**src/rtl/testbed_pkg.sv**
```systemverilog
// testbed_pkg: shared types and helpers for the testbed monitor.
//   state_e       - monitor FSM states
//   DEF_BEGIN_SYM - default arming symbol (value after byte swap)
//   DEF_END_SYM   - default end symbol (value after byte swap)
//   byte_swap     - reverses the byte order of the low nbytes bytes of a word
package testbed_pkg;

  typedef enum logic [1:0] {
    StIdle,
    StCheck,
    StDone
  } state_e;

  localparam logic [31:0] DEF_BEGIN_SYM = 32'h0000_0168;
  localparam logic [31:0] DEF_END_SYM   = 32'hFFFF_FD5D;

  // Widest data bus byte_swap can handle.
  localparam int unsigned SWAP_MAX_W = 256;

  // Callers pass a constant nbytes, so the loop unrolls to plain wiring.
  function automatic logic [SWAP_MAX_W-1:0] byte_swap(input logic [SWAP_MAX_W-1:0] d,
                                                     input int unsigned nbytes);
    logic [SWAP_MAX_W-1:0] r;
    r = '0;
    for (int unsigned i = 0; i < nbytes; i++) begin
      r[i*8 +: 8] = d[(nbytes-1-i)*8 +: 8];
    end
    return r;
  endfunction

endpackage

```
**src/rtl/testbed_answer_rom.sv**
```systemverilog
// testbed_answer_rom: constant answer table for FPGA builds, index -> expected value.
//   exp_idx  in  IDX_W   index of the requested answer
//   exp_data out DATA_W  answer for exp_idx (0 beyond DEPTH), combinational
// INIT packs entry i at bits [i*DATA_W +: DATA_W]; the build flow generates it from
// the answer hex file.
module testbed_answer_rom #(
  parameter int unsigned IDX_W  = 10,
  parameter int unsigned DATA_W = 32,
  parameter int unsigned DEPTH  = 13,
  parameter logic [DEPTH*DATA_W-1:0] INIT = '0
) (
  input  logic [IDX_W-1:0]  exp_idx,
  output logic [DATA_W-1:0] exp_data
);

  always_comb begin
    exp_data = '0;
    for (int unsigned i = 0; i < DEPTH; i++) begin
      if (exp_idx == IDX_W'(i)) begin
        exp_data = INIT[i*DATA_W +: DATA_W];
      end
    end
  end

endmodule

```
**src/rtl/testbed_monitor.sv**
```systemverilog
// testbed_monitor: self-checking monitor on the data-memory write bus.
// Arms on BEGIN_SYM written to TEST_PORT, then compares each following test-port
// write against the expected value for exp_idx and reports the outcome.
//   clk, rst        clock and synchronous active-high reset
//   addr/data/wen   monitored bus (word address, write data, write enable)
//   exp_idx         index of the next expected value
//   exp_data        expected value for exp_idx, same cycle (ignored when USE_ROM)
//   error_num       mismatch count, 255 before arming
//   duration        cycles spent in CHECK
//   first_err_*     index, received and expected data of the first mismatch
//   timeout         CHECK ran out of cycles
//   early_end       END_SYM arrived before the last index
//   pass, finish    final verdict, finish held high once done
module testbed_monitor
  import testbed_pkg::*;
#(
  parameter int unsigned       ADDR_W    = 30,
  parameter int unsigned       DATA_W    = 32,
  parameter logic [ADDR_W-1:0] TEST_PORT = ADDR_W'(10'h3FF),
  parameter logic [DATA_W-1:0] BEGIN_SYM = DATA_W'(DEF_BEGIN_SYM),
  parameter logic [DATA_W-1:0] END_SYM   = DATA_W'(DEF_END_SYM),
  parameter int unsigned       CHECK_NUM = 13,
  parameter int unsigned       IDX_W     = 10,
  parameter int unsigned       DUR_W     = 16,
  parameter logic [DUR_W-1:0]  TIMEOUT   = '1,
  parameter bit                BYTE_SWAP = 1'b1,
  parameter bit                USE_ROM   = 1'b0,
  parameter logic [CHECK_NUM*DATA_W-1:0] ROM_INIT = '0
) (
  input  logic              clk,
  input  logic              rst,
  input  logic [ADDR_W-1:0] addr,
  input  logic [DATA_W-1:0] data,
  input  logic              wen,
  output logic [IDX_W-1:0]  exp_idx,
  input  logic [DATA_W-1:0] exp_data,
  output logic [7:0]        error_num,
  output logic [DUR_W-1:0]  duration,
  output logic [IDX_W-1:0]  first_err_idx,
  output logic [DATA_W-1:0] first_err_got,
  output logic [DATA_W-1:0] first_err_exp,
  output logic              timeout,
  output logic              early_end,
  output logic              pass,
  output logic              finish
);

  localparam logic [IDX_W-1:0] LAST_IDX = IDX_W'(CHECK_NUM - 1);
  localparam logic [DUR_W-1:0] DUR_MAX  = '1;

  state_e            state_q, state_d;
  logic              wen_q;
  logic [IDX_W-1:0]  idx_q, idx_d;
  logic [7:0]        err_q, err_d;
  logic [DUR_W-1:0]  dur_q, dur_d;
  logic [IDX_W-1:0]  fe_idx_q, fe_idx_d;
  logic [DATA_W-1:0] fe_got_q, fe_got_d;
  logic [DATA_W-1:0] fe_exp_q, fe_exp_d;
  logic              timeout_q, timeout_d;
  logic              early_q, early_d;
  logic              pass_q, pass_d;
  logic              finish_q, finish_d;

  logic [DATA_W-1:0] dm;
  logic [DATA_W-1:0] exp_sel;
  logic              acc;
  logic              mismatch;
  logic              at_last;
  logic              is_early;

  if (USE_ROM) begin : g_rom
    testbed_answer_rom #(
      .IDX_W  (IDX_W),
      .DATA_W (DATA_W),
      .DEPTH  (CHECK_NUM),
      .INIT   (ROM_INIT)
    ) u_rom (
      .exp_idx  (idx_q),
      .exp_data (exp_sel)
    );
  end else begin : g_ext
    assign exp_sel = exp_data;
  end

  assign dm = BYTE_SWAP ? DATA_W'(byte_swap(SWAP_MAX_W'(data), DATA_W / 8)) : data;

  // Rising edge of wen only, so a write held through a stall counts once.
  assign acc      = wen && !wen_q && (addr == TEST_PORT);
  assign mismatch = dm != exp_sel;
  assign at_last  = idx_q == LAST_IDX;
  assign is_early = (dm == END_SYM) && (idx_q < LAST_IDX);

  always_comb begin
    state_d   = state_q;
    idx_d     = idx_q;
    err_d     = err_q;
    dur_d     = dur_q;
    fe_idx_d  = fe_idx_q;
    fe_got_d  = fe_got_q;
    fe_exp_d  = fe_exp_q;
    timeout_d = timeout_q;
    early_d   = early_q;
    pass_d    = pass_q;
    finish_d  = finish_q;

    unique case (state_q)
      StIdle: begin
        if (acc && (dm == BEGIN_SYM)) begin
          state_d   = StCheck;
          idx_d     = '0;
          err_d     = '0;
          dur_d     = '0;
          fe_idx_d  = '0;
          fe_got_d  = '0;
          fe_exp_d  = '0;
          timeout_d = 1'b0;
          early_d   = 1'b0;
          pass_d    = 1'b0;
          finish_d  = 1'b0;
        end
      end
      StCheck: begin
        if (dur_q != DUR_MAX) begin
          dur_d = dur_q + 1'b1;
        end
        if (acc) begin
          idx_d = idx_q + 1'b1;
          if (mismatch) begin
            if (err_q != 8'hFF) begin
              err_d = err_q + 8'd1;
            end
            // err_q is 0 throughout CHECK until the first mismatch.
            if (err_q == 8'd0) begin
              fe_idx_d = idx_q;
              fe_got_d = dm;
              fe_exp_d = exp_sel;
            end
          end
        end
        // A terminating write beats a timeout landing in the same cycle.
        if (acc && (at_last || is_early)) begin
          state_d = StDone;
          early_d = is_early;
        end else if (dur_q == TIMEOUT - 1'b1) begin
          state_d   = StDone;
          timeout_d = 1'b1;
        end
        if (state_d == StDone) begin
          finish_d = 1'b1;
          pass_d   = (err_d == 8'd0) && !timeout_d && !early_d;
        end
      end
      StDone: begin
      end
      default: begin
        state_d = StIdle;
      end
    endcase
  end

  always_ff @(posedge clk) begin
    if (rst) begin
      state_q   <= StIdle;
      wen_q     <= 1'b0;
      idx_q     <= '0;
      err_q     <= 8'hFF;
      dur_q     <= '0;
      fe_idx_q  <= '0;
      fe_got_q  <= '0;
      fe_exp_q  <= '0;
      timeout_q <= 1'b0;
      early_q   <= 1'b0;
      pass_q    <= 1'b0;
      finish_q  <= 1'b0;
    end else begin
      state_q   <= state_d;
      wen_q     <= wen;
      idx_q     <= idx_d;
      err_q     <= err_d;
      dur_q     <= dur_d;
      fe_idx_q  <= fe_idx_d;
      fe_got_q  <= fe_got_d;
      fe_exp_q  <= fe_exp_d;
      timeout_q <= timeout_d;
      early_q   <= early_d;
      pass_q    <= pass_d;
      finish_q  <= finish_d;
    end
  end

  assign exp_idx       = idx_q;
  assign error_num     = err_q;
  assign duration      = dur_q;
  assign first_err_idx = fe_idx_q;
  assign first_err_got = fe_got_q;
  assign first_err_exp = fe_exp_q;
  assign timeout       = timeout_q;
  assign early_end     = early_q;
  assign pass          = pass_q;
  assign finish        = finish_q;

endmodule

```
**config.mk**
```make
export PLATFORM = sky130hd
export DESIGN_NAME = testbed_monitor
export DESIGN_NICKNAME = d
export VERILOG_FILES = /design/src/rtl/testbed_pkg.sv /design/src/rtl/testbed_answer_rom.sv /design/src/rtl/testbed_monitor.sv
export SDC_FILE = /design/constraint.sdc
export NUM_CORES = 1
export LEC_CHECK = 0
export ABC_AREA = 1
export ABC_CLOCK_PERIOD_IN_PS = 2250
export CAP_MARGIN = 20
export CORE_MARGIN = 5
export CORE_UTILIZATION = 25
export DETAILED_ROUTE_END_ITERATION = 6
export GPL_TIMING_DRIVEN = 0
export PLACE_DENSITY = 0.52
export SYNTH_ARGS = -nofsm -noshare
export SYNTH_HDL_FRONTEND = slang
export SYNTH_SLANG_ARGS = --single-unit
```
**constraint.sdc**
```tcl
create_clock -name clk -period 2.25 [get_ports clk]
set_input_delay 0.5625 -clock clk [delete_from_list [all_inputs] [get_ports clk]]
set_output_delay 0.5625 -clock clk [all_outputs]
set_load 0.02 [all_outputs]
```
# Word-level counts from Yosys, hierarchy flattened
# Cells that the tools add are included.
[op_classes]
n_addsub = 3
n_mul = 0
div = 0
order_cmp = 1
eq_ne = 17
shift = 0
muxes = 42
bitwise = 1
n_reduce_logical = 21
[op_table]
columns = ["op", "count"]
rows = [
  ["32-bit two-way mux", 7],
  ["32-bit one-hot mux with 2 select lines", 2],
  ["10-bit two-way mux", 5],
  ["8-bit two-way mux", 5],
  ["10-bit one-hot mux with 2 select lines", 2],
  ["32-bit equality test (second input constant)", 1],
  ["32-bit by 9-bit equality test with 1-bit output (second input constant)", 1],
  ["16-bit two-way mux", 2],
  ["32-bit != test", 1],
  ["16-bit one-hot mux with 2 select lines", 1],
  ["30-bit by 10-bit equality test with 1-bit output (second input constant)", 1],
  ["16-bit by 1-bit adder with 16-bit output (second input constant)", 1],
  ["16-bit equality test (second input constant)", 1],
  ["8-bit zero test", 2],
  ["16-bit != test (second input constant)", 1],
  ["8-bit one-hot mux with 2 select lines", 1],
  ["2-bit != test (second input constant)", 6],
  ["10-bit by 1-bit adder with 10-bit output (second input constant)", 1],
  ["10-bit by 4-bit equality test with 1-bit output (second input constant)", 1],
  ["10-bit by 4-bit < comparator with 1-bit output (second input constant)", 1],
  ["3-bit AND reduction", 3],
  ["8-bit by 1-bit adder with 8-bit output (second input constant)", 1],
  ["1-bit two-way mux", 8],
  ["2-bit two-way mux", 4],
  ["13 further kinds", 26],
]
[totals]
register_bits = 115
latch_bits = 0
ram_bits = 0
rom_bits = 0
in_bits = 97
out_inout_bits = 112
mem_count = 0

# Depth between registers and ports, before layout
[depth]
word_depth = 11
depth_mapped = 17

# Least setup slack after synthesis
# OpenSTA, ideal clock, no wires.
[synth_path]
kind = "in2reg"
startpoint = "input port addr[27]"
endpoint = "register fe_exp_q[20], in the netlist first_err_exp[20]"
setup_ps = 143
arrival_ps = 2024
path_slack_ps = 82
path_stages = 14
path_buffers = 2
cell_sequence = "nor2_1 > nand2_1 > nor2_2 > nand2_2 > nor2_4 > nand3_4 > nand2_4 > inv_2 > nor2_4 > inv_2 > buf_2 > buf_2 > nand2_1 > a21oi_2"
[synth_between]
elab_chain_cells = 5
word_cells_on_any_way = 6
cone_classes = "eq/ne: 3; reduce/logical: 3"
[synth_lines]
columns = ["item", "line", "source"]
rows = [
  ["from (decl)", "testbed_monitor.sv:32", "input logic [ADDR_W-1:0] addr,"],
  ["30-bit by 10-bit equality test with 1-bit output *", "testbed_monitor.sv:88", "assign acc = wen && !wen_q && (addr == TEST_PORT);"],
  ["1-bit logical AND *", "testbed_monitor.sv:88", ""],
  ["1-bit logical AND", "testbed_monitor.sv:108", "if (acc && (dm == BEGIN_SYM)) begin"],
  ["2-bit != test (no line)", "-", ""],
  ["5-bit AND reduction (no line) *", "-", ""],
  ["to (signal assigned)", "testbed_monitor.sv:183", "fe_exp_q <= fe_exp_d;"],
  ["to (decl)", "testbed_monitor.sv:58", "logic [DATA_W-1:0] fe_exp_q, fe_exp_d;"],
]
# Every way passes the cells marked *; elsewhere a longest branch is shown, timed or not.
# A chain may end at the register's enable or synchronous reset.

# Final worst setup path
[layout_path]
startpoint = "input port data[4]"
endpoint = "register fe_exp_q[20], in the netlist first_err_exp[20]"
[layout_between]
elab_chain_cells = 4
word_cells_on_any_way = 6
cone_classes = "eq/ne: 4; reduce/logical: 2"
[layout_lines]
columns = ["item", "line", "source"]
rows = [
  ["from (decl)", "testbed_monitor.sv:33", "input logic [DATA_W-1:0] data,"],
  ["32-bit by 9-bit equality test with 1-bit output", "testbed_monitor.sv:108", ""],
  ["1-bit logical AND", "testbed_monitor.sv:108", ""],
  ["2-bit != test (no line)", "-", ""],
  ["5-bit AND reduction (no line) *", "-", ""],
]
# Marks and branches as above.

==> flow_summary.ini <==
[power_and_ir_drop]
leakage_nw = 3.922
power_frac_comb_pct = 7.4
power.switching_mw = 1.190
pwr-share-clk_pct = 54.4
power.density_nw_per_um2 = 539.9
sw_frac_of_total_pct = 22.30
pwr-share-seq_pct = 38.2
ir_drop_mv = 0.3814
p_int_mw = 4.147

[yosys]
synth-compound-area-share_pct = 11.45
yosysUniqueCellTypes = 36
synth_xor_area_share_pct = 5.407
synth-simple-area-share_pct = 36.46
ys_ff_latch = 115
netlist_instances = 906
yosysTopAreaCell = dfxtp_1
synth_top_family_by_area = simple AND/OR/NAND/NOR gates
syn_area_sq_um = 6317
syn_area_per_cell_sq_um = 6.973
synth_top_area_share_pct = 36.44
yosysSeqAreaShare_pct = 36.44
synth_nets = 1009
synth.area.top_cells = dfxtp_1 (36%), nand2_1 (14%), nand3_1 (7.6%), a21oi_1 (7.0%), inv_1 (4.9%)
yosys-mux-area-fraction_pct = 0
ys.warnings.count = 0
synth_fa_ha_area_share_pct = 1.188

[floorplanning]
die-area_sq_um = 28550
start_util_pct = 25.23
die_y_um = 169.0
ios = 209
core_sq_um = 25040
chipWidth_um = 169.0
placementRows = 58

[global_routing]
grt.total_usage_pct = 16.38
antenna_found_initial = 0
grt_start_max_net_pins = 17
grt_pass1_vias = 6775
grt_first_pass_wirelength_mm = 36.98
overflow = 0

[detailed_routing]
ant_nets = 0
vias = 6869
detail_route.wl_per_cell_um = 15.91
first_pass_iters = 5
drt_iter0_markers = 352
vias_per_cell = 4.595
drt-total-wl_mm = 23.78
drc_errors = 0

[timing]
setup_viol = 0
slew_headroom_pct = 51.72
hold_violations = 0
fin_worst_skew_ns = 0.008789
fmax_ghz = 0.4596
grt_setup_unrepaired = yes
tightestPinTransition_ns = 0.7242
drv_slew = 0
fin_crit_sh_pct = 96.71
period_needed_ns = 2.176

[cts]
clock-sinks = 115
path_clk_slew_ns = 0.06
cts_buffers = 17
cts_max_level = 4
cts_tree = yes
clockBufferDepth = 2
clock_latency_ns = 0.42
root_buffer = clkbuf_16

[final_layout]
num_antenna_cells = 0
fill_cells = 2664
nNetsFinal = 1256
drive_gt1_share_pct = 17.42
syn2layout_area_growth_pct = 56.47
final_util_pct = 39.48
postLayoutCellArea_sq_um = 9884

[setup_path]
worst-path-max-fanout = 8
critical_path_class = input port to flip-flop
critPathRequiredTime_ns = 2.53
end_kind = flip-flop
critPathLaunchType = input port
worst-endpoint-arrival_ns = 2.46

[placement]
placed_area_sq_um = 8812
port_buffers = 208
place_hpwl_mm = 18.17
place_congestion = 0.8268

[run]
maxCapViolCount = 0

[hold_path]
hp-class = input port to flip-flop

[status]
outcome = complete, no violations
## path summary, 6_finish.rpt
kind	slack, ns	depth (start not counted)	from	end
setup / recovery	0.07	13	data[4]	first_err_exp[20]$_SDFFE_PP0P_
hold / removal	0.39	3	wen	wen_q$_SDFF_PP0_
setup reg to reg	0.13	16	wen_q$_SDFF_PP0_	first_err_exp[20]$_SDFFE_PP0P_
hold reg to reg	0.46	2	first_err_got[5]$_SDFFE_PP0P_	first_err_got[5]$_SDFFE_PP0P_
## cell type report
type	instances	area, sq um	area share (%)
plain buffers	40	320.3	3.241
repair buffers	228	2227	22.53
clock inverters	9	152.6	1.544
well taps	330	412.9	4.177
flip-flops and latches	115	2305	23.32
inverters	86	325.3	3.291
multi-input cells	665	3667	37.10
clock buffers	22	474.2	4.797
## per-layer routing
layer / GRT usage (%) / up-vias / routed length [um]
met5: 0 / - / 0
met4: 4.411 / 0 / 365
met3: 4.064 / 27 / 1325
met1: 21.31 / 3177 / 10960
met2: 27.11 / 176 / 11130
li1: - / 3489 / -
## repair_timing
action,4_1_cts,5_1_grt
setup buffers,15,4
pin swaps,15,29
hold buffers,0,0
endpoints found under the setup margin,110,101
resized for setup,155,85
gates cloned,1,0
## kinds of logic (layout without fill, tap and decap cells)
family,after synthesis,in the layout
and+or+nand+nor,492,492
DFF,115,115
xor gates and xnor gates,39,39
adders and majority gates,6,6
buffers and inverters,126,385
AOI/OAI and AO/OA,128,128
## state kept, by name, indices dropped and copies added (netlist names)
name and flops:
wen_q 1, first_err_exp 32, timeout 1, finish 1
duration 16, pass 1, exp_idx 10, error_num 8
state_q 2, early_end 1, first_err_idx 10, first_err_got 32
## cell usage after synthesis, drive strengths merged
master / count
clkbuf: 21
o22ai: 2
xor2: 16
or2: 2
o21a: 1
nor3b: 1
nor4b: 1
a211oi: 1
nand3: 117
nand3b: 2
nand2: 231
o21bai: 1
xnor2: 23
nor4: 11
nor3: 12
ha: 6
a31oi: 1
buf: 19
nand4: 29
inv: 86
a21oi: 107
and3: 3
o21ai: 15
nor2: 83
dfxtp: 115
## power by group through the flow
stage / logic, mW / clock network [mW] / registers (mW)
floorplan: 0.136 / 0 / 2.08
global placement: 0.403 / 0 / 2.08
detailed placement: 0.402 / 0 / 2.08
CTS: 0.394 / 2.97 / 2.04
global route: 0.429 / 3.07 / 2.04
finish: 0.393 / 2.91 / 2.04
## placed cells by master (no fill, tap or decap), types with 4 or more instances in the layout
cell               n
ha_1               6
dfxtp_1          113
nand4_1           29
nand3_1           92
clkdlybuf4s50_1  116
nand2_4            6
clkdlybuf4s15_2    4
buf_2              9
a21oi_1           88
inv_1             73
clkbuf_1          19
nor2_2            12
xnor2_1           23
buf_8              6
nor4_1             8
inv_2             12
bufinv_16          4
nor2_4             9
clkbuf_2          11
a21oi_2           19
xor2_1            16
nor2_1            62
dlygate4sd2_1     38
nor3_1            10
nand3_2           24
nand2_1          205
o21ai_0           14
buf_4             21
clkbuf_16         17
buf_6              5
clkdlybuf4s15_1    6
dlymetal6s2s_1    31
nand2_2           20
## per-stage QoR
stage          worst slack (ns)  hold WS [ns]  TNS (ns)  cells  total power, mW
5_1_grt                -0.03203        0.3998   -0.1221   1495            5.533
3_5_place_dp             -1.035        0.4558    -99.87   1444            2.485
4_1_cts                0.001070        0.4524         0   1491            5.405
6_report                0.07401        0.3879         0   1495            5.337
3_3_place_gp             -1.027        0.4527    -99.65   1444            2.485
2_1_floorplan           0.08249        0.4813         0    906            2.218
## critical path, stage by stage
cell and delay [ns]:
dlygate4sd2_1 0.31, nor4_4 0.26, nand4_1 0.19, nor2_4 0.16, nand3_4 0.09, nand2_4 0.08
inv_4 0.05, nor2_4 0.14, inv_2 0.08, buf_12 0.15, bufbuf_16 0.27, nand2_2 0.05
a21oi_2 0.05
Power figures use the tool's default switching activity.
